### src/rtl/einstein_kbd_pkg.sv
// einstein_kbd_pkg: Einstein key matrix positions as {row,col}, modifier enum, decode result struct and panic code
package einstein_kbd_pkg;
  typedef enum logic [1:0] {MOD_NONE, MOD_SHIFT, MOD_CTRL, MOD_GRAPH} kbd_mod_e;
  typedef struct packed {
    logic     valid;
    logic     is_mod;
    kbd_mod_e mod;
    logic [2:0] row;
    logic [2:0] col;
  } kbd_dec_t;
  localparam logic [7:0] PANIC_CODE = 8'h07;
  localparam logic [7:0] RSHIFT_CODE = 8'h59;
  localparam logic [5:0] K_1 = 6'o00, K_2 = 6'o01, K_3 = 6'o02, K_4 = 6'o03;
  localparam logic [5:0] K_5 = 6'o04, K_6 = 6'o05, K_7 = 6'o06, K_8 = 6'o07;
  localparam logic [5:0] K_9 = 6'o10, K_0 = 6'o11, K_MINUS = 6'o12, K_EQ = 6'o13;
  localparam logic [5:0] K_BKSP = 6'o14, K_Q = 6'o15, K_W = 6'o16, K_E = 6'o17;
  localparam logic [5:0] K_R = 6'o20, K_T = 6'o21, K_Y = 6'o22, K_U = 6'o23;
  localparam logic [5:0] K_I = 6'o24, K_O = 6'o25, K_P = 6'o26, K_RET = 6'o27;
  localparam logic [5:0] K_ESC = 6'o30, K_A = 6'o31, K_S = 6'o32, K_D = 6'o33;
  localparam logic [5:0] K_F = 6'o34, K_G = 6'o35, K_H = 6'o36, K_J = 6'o37;
  localparam logic [5:0] K_K = 6'o40, K_L = 6'o41, K_SEMI = 6'o42, K_QUOTE = 6'o43;
  localparam logic [5:0] K_Z = 6'o44, K_X = 6'o45, K_C = 6'o46, K_V = 6'o47;
  localparam logic [5:0] K_B = 6'o50, K_N = 6'o51, K_M = 6'o52, K_COMMA = 6'o53;
  localparam logic [5:0] K_DOT = 6'o54, K_SLASH = 6'o55, K_SPACE = 6'o56, K_TAB = 6'o57;
  localparam logic [5:0] K_UP = 6'o60, K_DOWN = 6'o61, K_LEFT = 6'o62, K_RIGHT = 6'o63;
  localparam logic [5:0] K_F1 = 6'o64, K_F2 = 6'o65, K_F3 = 6'o66, K_F4 = 6'o67;
  localparam logic [5:0] K_LBRK = 6'o70, K_RBRK = 6'o71, K_BSLASH = 6'o72, K_F5 = 6'o73;
  localparam logic [5:0] K_F6 = 6'o74, K_F7 = 6'o75, K_F8 = 6'o76, K_CAPS = 6'o77;
  function automatic kbd_dec_t mk_key(input logic [5:0] p);
    return '{valid: 1'b1, is_mod: 1'b0, mod: MOD_NONE, row: p[5:3], col: p[2:0]};
  endfunction
  function automatic kbd_dec_t mk_mod(input kbd_mod_e m);
    return '{valid: 1'b1, is_mod: 1'b1, mod: m, row: 3'd0, col: 3'd0};
  endfunction
endpackage

### src/rtl/einstein_kbd_decode.sv
// einstein_kbd_decode: {ext,code} to matrix/modifier lookup; keypad and cursor aliases only with EINSTEIN_KBD_NUMPAD_EN
module einstein_kbd_decode
  import einstein_kbd_pkg::*;
(
  input  logic       ext,
  input  logic [7:0] code,
  output kbd_dec_t   dec
);
  always_comb begin
    dec = '0;
    case ({ext, code})
      9'h016: dec = mk_key(K_1);
      9'h01E: dec = mk_key(K_2);
      9'h026: dec = mk_key(K_3);
      9'h025: dec = mk_key(K_4);
      9'h02E: dec = mk_key(K_5);
      9'h036: dec = mk_key(K_6);
      9'h03D: dec = mk_key(K_7);
      9'h03E: dec = mk_key(K_8);
      9'h046: dec = mk_key(K_9);
      9'h045: dec = mk_key(K_0);
      9'h04E: dec = mk_key(K_MINUS);
      9'h055: dec = mk_key(K_EQ);
      9'h066: dec = mk_key(K_BKSP);
      9'h015: dec = mk_key(K_Q);
      9'h01D: dec = mk_key(K_W);
      9'h024: dec = mk_key(K_E);
      9'h02D: dec = mk_key(K_R);
      9'h02C: dec = mk_key(K_T);
      9'h035: dec = mk_key(K_Y);
      9'h03C: dec = mk_key(K_U);
      9'h043: dec = mk_key(K_I);
      9'h044: dec = mk_key(K_O);
      9'h04D: dec = mk_key(K_P);
      9'h05A: dec = mk_key(K_RET);
      9'h076: dec = mk_key(K_ESC);
      9'h01C: dec = mk_key(K_A);
      9'h01B: dec = mk_key(K_S);
      9'h023: dec = mk_key(K_D);
      9'h02B: dec = mk_key(K_F);
      9'h034: dec = mk_key(K_G);
      9'h033: dec = mk_key(K_H);
      9'h03B: dec = mk_key(K_J);
      9'h042: dec = mk_key(K_K);
      9'h04B: dec = mk_key(K_L);
      9'h04C: dec = mk_key(K_SEMI);
      9'h052: dec = mk_key(K_QUOTE);
      9'h01A: dec = mk_key(K_Z);
      9'h022: dec = mk_key(K_X);
      9'h021: dec = mk_key(K_C);
      9'h02A: dec = mk_key(K_V);
      9'h032: dec = mk_key(K_B);
      9'h031: dec = mk_key(K_N);
      9'h03A: dec = mk_key(K_M);
      9'h041: dec = mk_key(K_COMMA);
      9'h049: dec = mk_key(K_DOT);
      9'h04A: dec = mk_key(K_SLASH);
      9'h029: dec = mk_key(K_SPACE);
      9'h00D: dec = mk_key(K_TAB);
      9'h005: dec = mk_key(K_F1);
      9'h006: dec = mk_key(K_F2);
      9'h004: dec = mk_key(K_F3);
      9'h00C: dec = mk_key(K_F4);
      9'h054: dec = mk_key(K_LBRK);
      9'h05B: dec = mk_key(K_RBRK);
      9'h05D: dec = mk_key(K_BSLASH);
      9'h003: dec = mk_key(K_F5);
      9'h00B: dec = mk_key(K_F6);
      9'h083: dec = mk_key(K_F7);
      9'h00A: dec = mk_key(K_F8);
      9'h058: dec = mk_key(K_CAPS);
      9'h012, 9'h059: dec = mk_mod(MOD_SHIFT);
      9'h014, 9'h114: dec = mk_mod(MOD_CTRL);
      9'h011, 9'h111: dec = mk_mod(MOD_GRAPH);
`ifdef EINSTEIN_KBD_NUMPAD_EN
      9'h070: dec = mk_key(K_0);
      9'h069: dec = mk_key(K_1);
      9'h072: dec = mk_key(K_2);
      9'h07A: dec = mk_key(K_3);
      9'h06B: dec = mk_key(K_4);
      9'h073: dec = mk_key(K_5);
      9'h074: dec = mk_key(K_6);
      9'h06C: dec = mk_key(K_7);
      9'h075: dec = mk_key(K_8);
      9'h07D: dec = mk_key(K_9);
      9'h15A: dec = mk_key(K_RET);
      9'h175: dec = mk_key(K_UP);
      9'h172: dec = mk_key(K_DOWN);
      9'h16B: dec = mk_key(K_LEFT);
      9'h174: dec = mk_key(K_RIGHT);
`endif
      default: dec = '0;
    endcase
  end
endmodule

### src/rtl/einstein_kbd_matrix.sv
// einstein_kbd_matrix: PS/2 events to Einstein 8x8 key matrix plus SHIFT/CTRL/GRAPH, active-low row scan (keypad via EINSTEIN_KBD_NUMPAD_EN)
module einstein_kbd_matrix
  import einstein_kbd_pkg::*;
#(
  parameter int ROWS = 8,
  parameter int COLS = 8
) (
  input  logic            clk_sys,
  input  logic            reset,
  input  logic [10:0]     ps2_key,
  input  logic [ROWS-1:0] kb_row,
  output logic [COLS-1:0] kb_col,
  output logic            kb_shift,
  output logic            kb_ctrl,
  output logic            kb_graph,
  output logic            kb_down,
  output logic            evt_strobe
);
  kbd_dec_t dec;
  logic evt, apply, panic, rsel;
  logic tog_q;
  logic [ROWS-1:0][COLS-1:0] mat_q, mat_d;
  logic [1:0] shift_q, shift_d;
  logic ctrl_q, ctrl_d, graph_q, graph_d;
  logic [COLS-1:0] kb_col_q, kb_col_d;
  logic kb_shift_q, kb_shift_d, kb_ctrl_q, kb_ctrl_d, kb_graph_q, kb_graph_d;
  logic kb_down_q, kb_down_d, evt_strobe_q, evt_strobe_d;
  einstein_kbd_decode u_decode (
    .ext  (ps2_key[8]),
    .code (ps2_key[7:0]),
    .dec  (dec)
  );
  always_comb begin
    evt = ps2_key[10] != tog_q;
    apply = evt && dec.valid;
    panic = evt && ps2_key[9] && !ps2_key[8] && ps2_key[7:0] == PANIC_CODE;
    rsel = ps2_key[7:0] == RSHIFT_CODE;
    mat_d = mat_q;
    if (apply && !dec.is_mod) mat_d[dec.row][dec.col] = ps2_key[9];
    if (panic) mat_d = '0;
    shift_d = shift_q;
    if (apply && dec.is_mod && dec.mod == MOD_SHIFT) shift_d[rsel] = ps2_key[9];
    if (panic) shift_d = 2'b00;
    ctrl_d = panic ? 1'b0 : (apply && dec.is_mod && dec.mod == MOD_CTRL) ? ps2_key[9] : ctrl_q;
    graph_d = panic ? 1'b0 : (apply && dec.is_mod && dec.mod == MOD_GRAPH) ? ps2_key[9] : graph_q;
    evt_strobe_d = apply || panic;
    kb_col_d = '1;
    for (int r = 0; r < ROWS; r++)
      for (int c = 0; c < COLS; c++)
        if (!kb_row[r] && mat_q[r][c]) kb_col_d[c] = 1'b0;
    kb_down_d = |mat_q;
    kb_shift_d = |shift_q;
    kb_ctrl_d = ctrl_q;
    kb_graph_d = graph_q;
  end
  always_ff @(posedge clk_sys) begin
    tog_q <= ps2_key[10];
    if (reset) begin
      mat_q <= '0;
      shift_q <= 2'b00;
      ctrl_q <= 1'b0;
      graph_q <= 1'b0;
      kb_col_q <= '1;
      kb_shift_q <= 1'b0;
      kb_ctrl_q <= 1'b0;
      kb_graph_q <= 1'b0;
      kb_down_q <= 1'b0;
      evt_strobe_q <= 1'b0;
    end else begin
      mat_q <= mat_d;
      shift_q <= shift_d;
      ctrl_q <= ctrl_d;
      graph_q <= graph_d;
      kb_col_q <= kb_col_d;
      kb_shift_q <= kb_shift_d;
      kb_ctrl_q <= kb_ctrl_d;
      kb_graph_q <= kb_graph_d;
      kb_down_q <= kb_down_d;
      evt_strobe_q <= evt_strobe_d;
    end
  end
  assign kb_col = kb_col_q;
  assign kb_shift = kb_shift_q;
  assign kb_ctrl = kb_ctrl_q;
  assign kb_graph = kb_graph_q;
  assign kb_down = kb_down_q;
  assign evt_strobe = evt_strobe_q;
endmodule

### config.mk
export PLATFORM = sky130hd
export DESIGN_NAME = einstein_kbd_matrix
export DESIGN_NICKNAME = d
export VERILOG_FILES = /design/src/rtl/einstein_kbd_pkg.sv /design/src/rtl/einstein_kbd_decode.sv /design/src/rtl/einstein_kbd_matrix.sv
export SDC_FILE = /design/constraint.sdc
export NUM_CORES = 1
export LEC_CHECK = 0
export BUFFER_PORTS_ARGS = -buffer_cell sky130_fd_sc_hd__buf_2
export CORE_UTILIZATION = 45
export CTS_CLUSTER_DIAMETER = 200
export CTS_CLUSTER_SIZE = 8
export DETAILED_ROUTE_END_ITERATION = 10
export GPL_TIMING_DRIVEN = 0
export HOLD_SLACK_MARGIN = 0.1
export MAX_ROUTING_LAYER = met4
export PLACE_DENSITY = 0.67
export SLEW_MARGIN = 5
export SYNTH_ARGS = -nofsm -noshare
export SYNTH_HDL_FRONTEND = slang
export SYNTH_SLANG_ARGS = --single-unit
### constraint.sdc
create_clock -name clk_sys -period 2.9 [get_ports clk_sys]
set_clock_uncertainty 0.05 [all_clocks]
set_input_delay 0.435 -clock clk_sys [delete_from_list [all_inputs] [get_ports clk_sys]]
set_output_delay 0.435 -clock clk_sys [all_outputs]
set_load 0.02 [all_outputs]
==> flow_metrics.tcl <==
set metrics [dict create \
    status "finished, violations left" \
    violations "DRC" \
    rsz0062_at_grt "yes" \
    cpPeakStageDelay_ns 0.55 \
    die_h_um 111.3 \
    p_leak_uw 0.002558 \
    routedLengthMet1_um 8320 \
    syn_avg_cell_area_um2 7.834 \
    syn_inst 686 \
    nets 766 \
    final_cells 892 \
    routed.top_layer "met4" \
    timing.critical_path.buf_inv 3 \
    clock_latency_ns 0.34 \
    cts_max_level 3 \
    first_global_vias 5074 \
    numCtsBuffers 9 \
    yosysSeqAreaShare_pct 30.55 \
    dp_cells 853 \
    period_share_pct 99.68 \
    drc 2 \
    cp_common_cell "buf_4" \
    mostFrequentLayoutCell "nand2_1" \
    postPlaceCellArea_um2 5673 \
    async_flop_share_pct 0 \
    crit_path_end_kind "register" \
    yosys_register_bits 82 \
    antenna_found_initial 0 \
    path_max_fanout 10 \
    dr_total_vias 5645 \
    start_util_pct 46.66 \
    crit_chain "buf_2 -> buf_4 -> nor3b_4 -> and2_4 -> a32o_2 -> or4_4 -> or3_4 -> nor4_4 -> buf_4 -> nand2_1 -> mux2i_1" \
    gp_congestion 1.024 \
    final_area_um2 6471 \
    wl_per_cell_um 21.31 \
    startpoint_type "input pin" \
    synth_cell_type_count 72 \
    ys_warn_count 0 \
    mostFrequentLayoutCells "118 x nand2_1, 82 x dfxtp_1, 70 x inv_1" \
    ant_nets 0 \
    hold_viol_final 0 \
    fmax_mhz 345.9 \
    cts.sinks 82 \
    std_cell_rows 39 \
    die-width_um 111.3 \
    vias_per_cell 6.328 \
    crit_slowest_cell "or4_4" \
    root_buffer "clkbuf_16" \
    clk_pin_slew_worst_paths_ns 0.06 \
    hold_class "input pin to register" \
    portBuffers 24 \
    power_density_nw_per_um2 409.1 \
    diodes 0 \
    grt_pass1_wl_um 28680 \
    maxSlewHeadroom_pct 46.02 \
    setup_viol 0 \
    fillers 1080 \
    tightest_slew_ns 0.8081 \
    synthFlopType "dfxtp_1" \
    path_class "input pin to register" \
    drv_slew 0 \
    grt_max_degree 15 \
    path_delay_family "simple AND/OR/NAND/NOR gates" \
    wl_met2_um 8048 \
    clockBufferDepth 2 \
    synth_edf_count 0 \
    io_pins 34 \
    syn_area_um2 5374 \
    syn_nets 707 \
    track_usage_pct 31.03 \
    wl_met3_um 2081 \
    worstPathArrival_ns 3.06 \
    required_ns 3.06 \
    hpwl_um 13930 \
    fin_crit_ns 2.891 \
    syn_to_final_growth_pct 20.42 \
    regMostFlops "mat_q" \
    coreArea_um2 11520 \
    maxCapViolCount 0 \
    largest_reg_flops 64 \
    drt_iter0_markers 697 \
    ir_worst_vdd_mv 0.3900 \
    grt-ovfl-total 0 \
    drive_above_1_share_pct 20.83 \
    dieArea_um2 12380 \
    cts_tree "built" \
    dr.pass1.iters 9 \
    routed_wl_um 19010 \
]
==> worst paths after layout <==
| check | startpoint | to | slack (ns) | cells past startpoint |
|---|---|---|---|---|
| max | ps2_key[6] | mat_q[21] | 0.009 | 11 |
| min | ps2_key[10] | tog_q | 0.19 | 1 |
| max reg2reg | tog_q | mat_q[42] | 0.67 | 6 |
| min reg2reg | ctrl_q | kb_ctrl | 0.42 | 1 |
==> Yosys cell counts, types with 3 or more instances <==
cell type	count	area, um2
o22ai_1	35	219.0
nand2_1	120	450.4
a22oi_1	3	22.52
nand4_1	12	75.07
dfxtp_1	82	1642
nor2b_1	17	106.4
o211ai_1	5	37.54
nor3_2	4	40.04
a21oi_1	8	40.04
a32oi_1	4	35.03
xnor2_1	3	26.28
inv_1	70	262.8
nor3_1	12	60.06
o2111ai_1	4	35.03
or3_1	4	25.02
buf_4	4	30.03
nand3_1	38	190.2
and3_1	3	18.77
a31oi_1	3	18.77
nor4_1	27	168.9
buf_2	12	60.06
nand4b_1	3	26.28
buf_6	10	112.6
o41ai_1	8	70.07
nor4_4	5	106.4
nor2_1	14	52.55
mux2i_1	64	640.6
xor2_1	5	43.79
or2_2	3	18.77
and2_1	8	50.05
o21ai_0	11	55.05
clkbuf_1	27	101.4
nand2b_1	6	37.54
==> metrics by stage <==
| stage | hold WS [ns] | utilization, % | setup slack, ns | TNS [ns] | power (uW) |
|---|---|---|---|---|---|
| after global routing | 0.1879 | 56.19 | -0.04944 | -0.3102 | 2718 |
| final | 0.1862 | 56.19 | 0.009294 | 0 | 2647 |
| after CTS | 0.1805 | 52.92 | -0.008579 | -0.02561 | 2588 |
| after global placement | 0.4073 | 49.26 | -0.7873 | -38.27 | 1512 |
| after floorplan | 0.3837 | - | 0.09700 | 0 | 1402 |
| after detailed placement | 0.4065 | 49.26 | -0.7251 | -34.90 | 1507 |
==> kinds of logic after synthesis <==
family                    count (synthesis)  synth area share [%]
muxes                                    64                 11.92
DFF                                      82                 30.55
AOI/OAI and AO/OA                       107                 14.30
xor gates and xnor gates                  8                 1.304
and+or+nand+nor                         299                 30.92
buffers and inverters                   126                 11.01
==> layer usage <==
layer / global-route usage, % / vias to the layer above
met5: - / -
met4: 11.35 / 0
met3: 7.108 / 53
met2: 42.42 / 341
met1: 44.01 / 2702
li1: - / 2549
==> worst register-to-register path, delay by kind of cell (launching register included) <==
family,cells,cell delay (ns)
xor+xnor,1,0.20
compound gates,1,0.48
buf+inv,2,0.81
simple gates,1,0.13
mux,1,0.16
flops,1,0.32
==> layout make-up <==
type                       count  area (um2)  share of cell area, %
timing repair buffer          52       370.4                  5.723
tap                          143       178.9                  2.765
buffer                        52       382.9                  5.916
clock inverter                 5       38.79                 0.5994
sequential                    82        1642                  25.37
multi-input combinational    478        3357                  51.88
clock buffer                  10       239.0                  3.693
inverter                      70       262.8                  4.060
==> what timing repair did <==
| action | 4_1_cts | 5_1_grt |
|---|---|---|
| resized for setup | 19 | 59 |
| setup buffers | 8 | 20 |
| hold buffers | 0 | 0 |
| pin swaps | 5 | 13 |
| setup endpoints to repair | 60 | 60 |
==> report_power, final <==
part	switching [uW]	internal (uW)
clock network	466	602
logic	286	159
registers	3.69	1130
Note: power is estimated with default switching activity, not from simulation.
